## config.mk

```make
export PLATFORM = sky130hd
export DESIGN_NAME = mcp3201_sampler_flat
export DESIGN_NICKNAME = d
export VERILOG_FILES = /design/src/rtl/mcp3201_sampler_if.sv /design/src/rtl/mcp3201_sampler.sv /design/src/flat_wrapper.sv
export SDC_FILE = /design/constraint.sdc
export NUM_CORES = 1
export LEC_CHECK = 0
export BUFFER_PORTS_ARGS = -buffer_cell sky130_fd_sc_hd__buf_2
export CORE_MARGIN = 4
export CORE_UTILIZATION = 40
export DETAILED_ROUTE_END_ITERATION = 16
export MAX_ROUTING_LAYER = met4
export SLEW_MARGIN = 20
export SYNTH_ARGS = -nofsm -noshare
export SYNTH_HDL_FRONTEND = slang
export SYNTH_SLANG_ARGS = --single-unit
export TNS_END_PERCENT = 10
```

## constraint.sdc

```tcl
create_clock -name clock -period 6 [get_ports clock]
set_clock_uncertainty 0.1 [all_clocks]
set_input_delay 1.2 -clock clock [delete_from_list [all_inputs] [get_ports clock]]
set_output_delay 1.2 -clock clock [all_outputs]
set_load 0.01 [all_outputs]
```

## src/rtl/mcp3201_sampler_if.sv

```systemverilog
// ============================================================================
// Module      : mcp3201_sampler_if
// Description : Pin/bus bundle between the dual-MCP3201 transaction
//               controller and its surroundings.
//   start     : request one conversion frame (sampled only when idle)
//   auto_run  : free-running frames while high
//   miso_a/b  : ADC data lines, asynchronous to the system clock
//   cs_n      : shared chip select, active low
//   sclk      : shared SPI clock, idle low
//   data_a/b  : last captured 12-bit conversions
//   valid     : one-cycle strobe when data/err update
//   err_a/b   : null bit read as 1 on that channel in the last frame
//   busy      : frame in progress (acceptance through end of gap)
// Modports    : master = sampler side, slave = user/ADC side
// Revision    : 1.0 - initial release
// ============================================================================
`timescale 1ns/1ps
`default_nettype none

interface mcp3201_sampler_if;
  logic        start;
  logic        auto_run;
  logic        miso_a;
  logic        miso_b;
  logic        cs_n;
  logic        sclk;
  logic [11:0] data_a;
  logic [11:0] data_b;
  logic        valid;
  logic        err_a;
  logic        err_b;
  logic        busy;

  modport master (
    input  start, auto_run, miso_a, miso_b,
    output cs_n, sclk, data_a, data_b, valid, err_a, err_b, busy
  );

  modport slave (
    output start, auto_run, miso_a, miso_b,
    input  cs_n, sclk, data_a, data_b, valid, err_a, err_b, busy
  );
endinterface

`default_nettype wire

```

## src/rtl/mcp3201_sampler.sv

```systemverilog
// ============================================================================
// Module      : mcp3201_sampler
// Description : Frame controller for two MCP3201 ADCs sharing cs_n and sclk.
//               Generates sclk from the system clock (rounded-period divider,
//               half period HPER), runs IDLE/SETUP/SHIFT/GAP, synchronises
//               both MISO lines and deserialises two 12-bit results in
//               parallel, flagging a null bit read as 1.
// Ports       : clock   - system clock, rising edge
//               reset_n - asynchronous active-low reset
//               bus     - mcp3201_sampler_if.master (control, ADC pins,
//                         results, valid/busy)
// Parameters  : CLOCK_FREQ - system clock in Hz
//               SCLK_FREQ  - target SPI clock in Hz
// Revision    : 1.0 - initial release
// ============================================================================
`timescale 1ns/1ps
`default_nettype none

module mcp3201_sampler #(
  parameter int CLOCK_FREQ = 12000000,
  parameter int SCLK_FREQ  = 1000000
) (
  input  logic              clock,
  input  logic              reset_n,
  mcp3201_sampler_if.master bus
);

  // PERIOD = floor(CLOCK_FREQ/SCLK_FREQ + 0.5), done in 64-bit integer math
  localparam longint PERIOD = (2 * longint'(CLOCK_FREQ) + longint'(SCLK_FREQ))
                              / (2 * longint'(SCLK_FREQ));
  localparam int     HPER   = int'(PERIOD / 2);
  localparam int     CW     = $clog2(2 * HPER);
  localparam logic [CW-1:0] HPER_M1 = CW'(HPER - 1);
  localparam logic [CW-1:0] GAP_M1  = CW'(2 * HPER - 1);

  generate
    if (HPER < 3) begin : g_hper_too_small
      $error("mcp3201_sampler: SCLK half period below 3 system clocks");
    end
  endgenerate

  typedef enum logic [1:0] {
    ST_IDLE  = 2'd0,
    ST_SETUP = 2'd1,
    ST_SHIFT = 2'd2,
    ST_GAP   = 2'd3
  } state_t;

  state_t        state;
  logic [CW-1:0] cnt;
  logic [3:0]    bit_idx;
  logic          cs_n_r;
  logic          sclk_r;
  logic          busy_r;
  logic          valid_r;
  logic [11:0]   data_a_r;
  logic [11:0]   data_b_r;
  logic          err_a_r;
  logic          err_b_r;
  // Bits 4..14 accumulate here; bit 15 is taken straight from the
  // synchroniser on the final edge.
  logic [10:0]   sh_a;
  logic [10:0]   sh_b;
  logic          err_pend_a;
  logic          err_pend_b;
  logic          sync1_a;
  logic          sync2_a;
  logic          sync1_b;
  logic          sync2_b;

  // Two-stage synchronisers on the asynchronous MISO lines
  always_ff @(posedge clock or negedge reset_n) begin
    if (!reset_n) begin
      sync1_a <= 1'b0;
      sync2_a <= 1'b0;
      sync1_b <= 1'b0;
      sync2_b <= 1'b0;
    end else begin
      sync1_a <= bus.miso_a;
      sync2_a <= sync1_a;
      sync1_b <= bus.miso_b;
      sync2_b <= sync1_b;
    end
  end

  always_ff @(posedge clock or negedge reset_n) begin
    if (!reset_n) begin
      state      <= ST_IDLE;
      cnt        <= '0;
      bit_idx    <= 4'd0;
      cs_n_r     <= 1'b1;
      sclk_r     <= 1'b0;
      busy_r     <= 1'b0;
      valid_r    <= 1'b0;
      data_a_r   <= 12'd0;
      data_b_r   <= 12'd0;
      err_a_r    <= 1'b0;
      err_b_r    <= 1'b0;
      sh_a       <= 11'd0;
      sh_b       <= 11'd0;
      err_pend_a <= 1'b0;
      err_pend_b <= 1'b0;
    end else begin
      valid_r <= 1'b0;
      case (state)
        ST_IDLE: begin
          cs_n_r <= 1'b1;
          sclk_r <= 1'b0;
          busy_r <= 1'b0;
          cnt    <= '0;
          if (bus.start || bus.auto_run) begin
            state  <= ST_SETUP;
            cs_n_r <= 1'b0;
            busy_r <= 1'b1;
          end
        end

        ST_SETUP: begin
          if (cnt == HPER_M1) begin
            cnt     <= '0;
            sclk_r  <= 1'b1;
            bit_idx <= 4'd1;
            state   <= ST_SHIFT;
          end else begin
            cnt <= cnt + CW'(1);
          end
        end

        ST_SHIFT: begin
          if (cnt == HPER_M1) begin
            cnt <= '0;
            if (sclk_r) begin
              // End of a high phase: falling edge and sample point
              sclk_r <= 1'b0;
              if (bit_idx == 4'd3) begin
                err_pend_a <= sync2_a;
                err_pend_b <= sync2_b;
              end else if (bit_idx >= 4'd4 && bit_idx <= 4'd14) begin
                sh_a <= {sh_a[9:0], sync2_a};
                sh_b <= {sh_b[9:0], sync2_b};
              end
              if (bit_idx == 4'd15) begin
                cs_n_r   <= 1'b1;
                data_a_r <= {sh_a, sync2_a};
                data_b_r <= {sh_b, sync2_b};
                err_a_r  <= err_pend_a;
                err_b_r  <= err_pend_b;
                valid_r  <= 1'b1;
                state    <= ST_GAP;
              end
            end else begin
              // End of a low phase: next bit starts
              sclk_r  <= 1'b1;
              bit_idx <= bit_idx + 4'd1;
            end
          end else begin
            cnt <= cnt + CW'(1);
          end
        end

        ST_GAP: begin
          if (cnt == GAP_M1) begin
            cnt <= '0;
            if (bus.auto_run) begin
              state  <= ST_SETUP;
              cs_n_r <= 1'b0;
            end else begin
              state  <= ST_IDLE;
              busy_r <= 1'b0;
            end
          end else begin
            cnt <= cnt + CW'(1);
          end
        end

        default: begin
          state  <= ST_IDLE;
          cs_n_r <= 1'b1;
          sclk_r <= 1'b0;
          busy_r <= 1'b0;
          cnt    <= '0;
        end
      endcase
    end
  end

  assign bus.cs_n   = cs_n_r;
  assign bus.sclk   = sclk_r;
  assign bus.busy   = busy_r;
  assign bus.valid  = valid_r;
  assign bus.data_a = data_a_r;
  assign bus.data_b = data_b_r;
  assign bus.err_a  = err_a_r;
  assign bus.err_b  = err_b_r;

endmodule

`default_nettype wire

```

## src/flat_wrapper.sv

```systemverilog
// flat-port wrapper written by rule: the top's interface ports become plain ports
module mcp3201_sampler_flat 
#(
  parameter int CLOCK_FREQ = 12000000,
  parameter int SCLK_FREQ  = 1000000
)
  (clock, reset_n, bus_start, bus_auto_run, bus_miso_a, bus_miso_b, bus_cs_n, bus_sclk, bus_data_a, bus_data_b, bus_valid, bus_err_a, bus_err_b, bus_busy);
  mcp3201_sampler_if bus_i ();
  input  logic clock;
  input  logic reset_n;
  input wire logic [$bits(bus_i.start)-1:0] bus_start;
  input wire logic [$bits(bus_i.auto_run)-1:0] bus_auto_run;
  input wire logic [$bits(bus_i.miso_a)-1:0] bus_miso_a;
  input wire logic [$bits(bus_i.miso_b)-1:0] bus_miso_b;
  output wire logic [$bits(bus_i.cs_n)-1:0] bus_cs_n;
  output wire logic [$bits(bus_i.sclk)-1:0] bus_sclk;
  output wire logic [$bits(bus_i.data_a)-1:0] bus_data_a;
  output wire logic [$bits(bus_i.data_b)-1:0] bus_data_b;
  output wire logic [$bits(bus_i.valid)-1:0] bus_valid;
  output wire logic [$bits(bus_i.err_a)-1:0] bus_err_a;
  output wire logic [$bits(bus_i.err_b)-1:0] bus_err_b;
  output wire logic [$bits(bus_i.busy)-1:0] bus_busy;
  assign bus_i.start = bus_start;
  assign bus_i.auto_run = bus_auto_run;
  assign bus_i.miso_a = bus_miso_a;
  assign bus_i.miso_b = bus_miso_b;
  assign bus_cs_n = bus_i.cs_n;
  assign bus_sclk = bus_i.sclk;
  assign bus_data_a = bus_i.data_a;
  assign bus_data_b = bus_i.data_b;
  assign bus_valid = bus_i.valid;
  assign bus_err_a = bus_i.err_a;
  assign bus_err_b = bus_i.err_b;
  assign bus_busy = bus_i.busy;
  mcp3201_sampler #(.CLOCK_FREQ(CLOCK_FREQ), .SCLK_FREQ(SCLK_FREQ)) u_core (.clock(clock), .reset_n(reset_n), .bus(bus_i));
endmodule
```

==> flow_metrics.py, run 1 <==
metrics = {
    "outcome": {
        "status": "finished clean",
    },
    "power_and_ir_drop": {
        "p_sw_w": 0.000183,
        "pwr-share-clk_pct": 48.6,
        "power.density_mw_per_mm2": 272,
        "ir_worst_vdd_mv": 0.159,
        "seqPwrFrac_pct": 50.1,
        "pwr-share-comb_pct": 1.3,
        "internal_power_w": 0.000740,
        "p_leak_nw": 1.85,
        "p_sw_share_pct": 19.8,
    },
    "logic_synthesis": {
        "synth_common_cells": "dfrtp_1 (67), mux2_2 (33), mux2_4 (19)",
        "postSynthAreaPerCell_um2": 14.2,
        "yosysTopAreaCellShare_pct": 57.7,
        "yosys.area.top_type": "dfrtp_1",
        "synthesis.nets": 219,
        "ys_seq_elements": 68,
        "synthCells": 204,
        "synthTopCellsByArea": "dfrtp_1 (58%), mux2_2 (13%), mux2_4 (9.8%)",
        "synth_warnings": 0,
        "synth_cell_types": 35,
        "ys.flop_type": "dfrtp_1",
        "synth_area_mm2": 0.00290,
        "yosysMostFrequentCell": "dfrtp_1",
        "async_flop_share_pct": 100,
        "synth.yosys.seq_area_share_pct": 58.6,
        "synth_edf_count": 0,
    },
    "clocking": {
        "cts_root_buf": "clkbuf_8",
        "cts_setup_buffers": 0,
        "clock_latency_ns": 0.34,
        "clockBufferDepth": 2,
        "numCtsBuffers": 9,
        "holdBufCountCts": 0,
        "clk_pin_slew_ns": 0.08,
        "cts.sinks": 68,
        "h-tree-depth": 3,
        "cts_tree": "yes",
        "cts-resized-gates": 0,
    },
    "route": {
        "ant_nets": 0,
        "drt_iter0_drc": 39,
        "via_per_inst": 4.87,
        "dr.pass1.iters": 4,
        "wl_per_cell_um": 13.6,
        "drc_errors": 0,
        "vias": 1686,
        "wirelength_mm": 4.70,
    },
    "setup_path": {
        "critPathLaunchType": "register",
        "required_ns": 6.12,
        "crit_type": "register to register",
        "crit_fanout": 27,
        "rrSetupSlack_ns": 3.52,
        "path_cells": "inv_1 > ha_1 > inv_1 > or3_2 > mux2_4",
        "arrival_ns": 2.60,
        "cp_top_family": "simple AND/OR/NAND/NOR gates",
        "crit_start": "u_core.state[0]",
        "cp_slowest_cell": "or3_2",
        "endpoint_kind": "register",
        "timing.critical_path.buf_inv": 2,
        "slowest_delay_ns": 0.85,
        "crit_top_cell": "inv_1",
        "timing.rr.start": "u_core.state[0]",
    },
    "floorplanning": {
        "die_w_um": 93.2,
        "dieArea_mm2": 0.00869,
        "io_pins": 36,
        "core_mm2": 0.00691,
        "die-height_um": 93.2,
        "rows": 30,
        "start_util_pct": 42.0,
    },
    "sta": {
        "finalHoldViolCount": 0,
        "finalSetupViolCount": 0,
        "worstMarginPinSlew_ns": 0.893,
        "fmax_mhz": 403,
        "relSlewSlack_pct": 40.3,
        "rsz0062_at_grt": "false",
        "period_needed_ns": 2.48,
        "finalSetupTns_ns": 0,
        "finalMaxSlewViolations": 0,
        "finalCritPeriodShare_pct": 41.3,
    },
    "global_routing": {
        "grt_pass1_wl_mm": 8.07,
        "grt_pass1_vias": 1664,
        "antenna_found_initial": 0,
        "gr-total-overflow": 0,
        "grt_max_degree": 69,
        "track_usage_pct": 12.4,
    },
    "placed_design": {
        "gp_congestion": 0.905,
        "dpl_cell_area_mm2": 0.00316,
        "dp_hpwl_mm": 3.13,
        "port_buffers": 35,
    },
    "cells_and_area": {
        "design_area_mm2": 0.00340,
        "fin_nets": 260,
        "areaGrowthSynthToFinish_pct": 16.9,
        "antenna_cells": 0,
        "drive_above_1_share_pct": 42.4,
    },
    "flow_run": {
        "cap_viol_max_count": 0,
    },
    "hold_path": {
        "min_from": "u_core.sync1_a",
        "hold_class": "register to register",
    },
}
==> area by class of cell <==
cell class	count	area [um^2]
fillers	638	3510
clock inverters	6	111
repair buffers	36	183
multi-input cells	123	1120
inverters	7	26.3
flip-flops and latches	68	1700
clock buffers	10	128
well taps	96	120
==> layout by cell type (no fill, tap or decap), drive strengths merged, types with 6 or more instances in the layout <==
cell	Yosys	final
mux2	52	52
buf	6	36
clkbuf	0	10
dfrtp	67	67
inv	7	8
ha	9	9
nor2	9	9
a21oi	7	7
nand2	8	8
o21ai	6	6
==> logic make-up (layout without fill, tap and decap cells) <==
family,count (synthesis),after routing,share of synthesized area [%]
flip-flops,68,68,58.6
multiplexers,52,52,22.6
adder cells (fa/ha/maj),9,9,3.88
XOR/XNOR,2,2,0.603
AO/OA/AOI/OAI,23,23,4.91
buffers and inverters,13,59,2.67
AND/OR/NAND/NOR,37,37,6.68
==> path summary, 6_finish.rpt <==
path,endpoint,cells after the start
max,u_core.bus.data_b[4],5
min,u_core.sync2_a,0
max reg2reg,u_core.bus.data_b[4],5
min reg2reg,u_core.sync2_a,0
max in group asynchronous,u_core.bus.data_a[1],2
min in group asynchronous,u_core.bus.valid,2
==> power groups by stage <==
stage | logic, W | clock network, W | registers [W]
after floorplan | 0.00000128 | 0 | 0.000471
after global placement | 0.0000128 | 0 | 0.000471
after detailed placement | 0.0000130 | 0 | 0.000471
after CTS | 0.0000130 | 0.000464 | 0.000462
after global routing | 0.0000147 | 0.000489 | 0.000462
final | 0.0000120 | 0.000449 | 0.000462
==> registers in the layout (all words and copies together) (netlist names), 2 cells and up <==
register,cells
u_core.state,2
u_core.bus.data_b,12
u_core.bit_idx,4
u_core.sh_b,11
u_core.bus.data_a,12
u_core.cnt,4
u_core.sh_a,11
==> layer usage <==
layer | up-vias | GRT usage, % | part of all wire (%)
li1 | 810 | - | -
met4 | 0 | 5.37 | 1.5
met1 | 829 | 15.4 | 47
met2 | 37 | 17.9 | 47
met5 | - | - | 0
met3 | 10 | 4.83 | 4.9
==> per-stage QoR <==
stage / setup WS (ns) / util, % / std cells / power [W] / hold slack, ns
finish: 3.52 / 49.2 / 346 / 0.000923 / 0.250
global placement: 3.58 / 45.7 / 330 / 0.000484 / 0.233
global route: 3.38 / 49.2 / 346 / 0.000966 / 0.258
CTS: 3.50 / 49.2 / 346 / 0.000939 / 0.251
detailed placement: 3.53 / 45.7 / 330 / 0.000484 / 0.235
floorplan: 3.84 / - / 204 / 0.000472 / 0.231
Note: power is estimated with default switching activity, not from simulation.
==> run 2, diff against run 1 <==
==> constraint.sdc (replaced) <==
create_clock -name clock -period 2.3 [get_ports clock]
set_clock_uncertainty 0.1 [all_clocks]
set_input_delay 0.46 -clock clock [delete_from_list [all_inputs] [get_ports clock]]
set_output_delay 0.46 -clock clock [all_outputs]
set_load 0.01 [all_outputs]
==> flow_metrics.py, run 2 (synthesis gave the netlist of run 1 again) <==
metrics = {
    "route": {
        "drt_iter0_drc": 52,
        "wirelength_mm": 4.91,
        "drc_errors": 0,
        "wl_per_cell_um": 13.9,
        "ant_nets": 0,
        "via_per_inst": 4.80,
        "vias": 1691,
        "wl_met3_um": 242,
        "highest_layer": "met4",
        "wl_met2_mm": 2.33,
        "dr.pass1.iters": 4,
        "m1WireLength_mm": 2.27,
    },
    "placed_design": {
        "port_buffers": 35,
        "gp_congestion": 0.850,
        "dp_hpwl_mm": 3.36,
        "dpl_cell_area_mm2": 0.00323,
    },
    "floorplanning": {
        "core_mm2": 0.00691,
        "io_pins": 36,
        "die-height_um": 93.2,
        "start_util_pct": 42.0,
        "dieArea_mm2": 0.00869,
        "die_w_um": 93.2,
        "rows": 30,
    },
    "power_and_ir_drop": {
        "seqPwrFrac_pct": 55.1,
        "p_leak_nw": 1.86,
        "internal_power_w": 0.00171,
        "p_sw_w": 0.000477,
        "power.density_mw_per_mm2": 641,
        "pwr-share-clk_pct": 43.3,
        "p_sw_share_pct": 21.8,
        "ir_worst_vdd_mv": 0.302,
        "pwr-share-comb_pct": 1.6,
    },
    "sta": {
        "finalSetupTns_ns": 0,
        "relSlewSlack_pct": 60.3,
        "finalCritPeriodShare_pct": 90.4,
        "finalHoldViolCount": 0,
        "period_needed_ns": 2.08,
        "fmax_mhz": 481,
        "finalSetupViolCount": 0,
        "finalMaxSlewViolations": 0,
        "rsz0062_at_grt": "false",
        "worstMarginPinSlew_ns": 0.595,
    },
    "global_routing": {
        "grt_pass1_vias": 1748,
        "track_usage_pct": 13.0,
        "grt_pass1_wl_mm": 8.47,
        "antenna_found_initial": 0,
        "grt_max_degree": 34,
        "gr-total-overflow": 0,
    },
    "clocking": {
        "holdBufCountCts": 0,
        "cts_tree": "yes",
        "h-tree-depth": 3,
        "cts_setup_buffers": 0,
        "cts_root_buf": "clkbuf_8",
        "clockBufferDepth": 2,
        "cts-resized-gates": 0,
        "clk_pin_slew_ns": 0.08,
        "clock_latency_ns": 0.34,
        "numCtsBuffers": 9,
        "cts.sinks": 68,
    },
    "flow_run": {
        "cap_viol_max_count": 0,
    },
    "cells_and_area": {
        "areaGrowthSynthToFinish_pct": 17.7,
        "drive_above_1_share_pct": 43.8,
        "layout_commonest_cell": "dfrtp_1",
        "antenna_cells": 0,
        "fin_nets": 266,
        "layout_common_cells": "dfrtp_1 (67), buf_2 (35), mux2_2 (33), mux2_4 (19)",
        "design_area_mm2": 0.00342,
    },
    "hold_path": {
        "hold_class": "input port to async pin",
    },
    "outcome": {
        "status": "finished clean",
    },
    "setup_path": {
        "required_ns": 2.42,
        "r2r_end": "u_core.bus.data_a[9]",
        "reg2reg_depth": 6,
        "crit_fanout": 27,
        "timing.rr.start": "u_core.state[0]",
        "crit_start": "u_core.state[0]",
        "critPathLaunchType": "register",
        "crit_type": "register to register",
        "rrSetupSlack_ns": 0.22,
        "arrival_ns": 2.20,
        "endpoint_kind": "register",
    },
}
## run 2: changes by cell type in the layout (fill, tap and decap cells not counted), sizes merged
| cell | change |
|---|---|
| clkinvlp | +1 |
| bufinv | -2 |
| clkinv | +1 |
| buf | +6 |
## run 2: worst max path at each step
stage	endpoint	cells past startpoint
2_1_floorplan	u_core.bus.data_a[10]	7
3_3_place_gp	u_core.bus.data_a[7]	6
3_5_place_dp	u_core.bus.data_b[3]	6
4_1_cts	u_core.bus.data_a[5]	6
5_1_grt	u_core.bus.data_b[0]	6
6_report	u_core.bus.data_a[9]	6
## run 2: critical path, cell delays in order, from the launching register on
cell and delay (ns):
dfrtp_1 0.41, inv_1 0.16, ha_1 0.19, inv_1 0.08
or3_2 0.51, buf_12 0.20, mux2_4 0.31
## run 2: power by group through the flow
stage               sequential, W  combinational, W  clock, W
floorplan                 0.00123        0.00000333         0
global placement          0.00123         0.0000375         0
detailed placement        0.00123         0.0000380         0
CTS                       0.00121         0.0000381  0.000985
global route              0.00121         0.0000427   0.00103
finish                    0.00121         0.0000357  0.000949
## run 2: layout make-up
cell class / count / area [um^2]
multi-input combinational: 123 / 1120
fill: 643 / 3490
inverter: 7 / 26.3
clock inverter: 6 / 63.8
timing repair buffer: 42 / 253
clock buffer: 10 / 128
sequential: 68 / 1700
tap: 96 / 120
## run 2: metrics by stage
stage                     setup slack [ns]  total power, W  std cells  hold WS [ns]  utilization, %
after floorplan                      0.253         0.00123        204        0.0644               -
after global placement               0.283         0.00127        336         0.235            46.7
after detailed placement             0.241         0.00127        336         0.236            46.7
after CTS                            0.222         0.00223        352        0.0199            49.5
after global routing                 0.106         0.00228        352        0.0533            49.5
final                                0.222         0.00219        352        0.0223            49.5
## run 2: routing by layer
metal  up-vias  track usage [%]
met5         -                -
li1        819                -
met1       829             16.1
met2        35             19.7
met4         0             5.74
met3         8             3.86
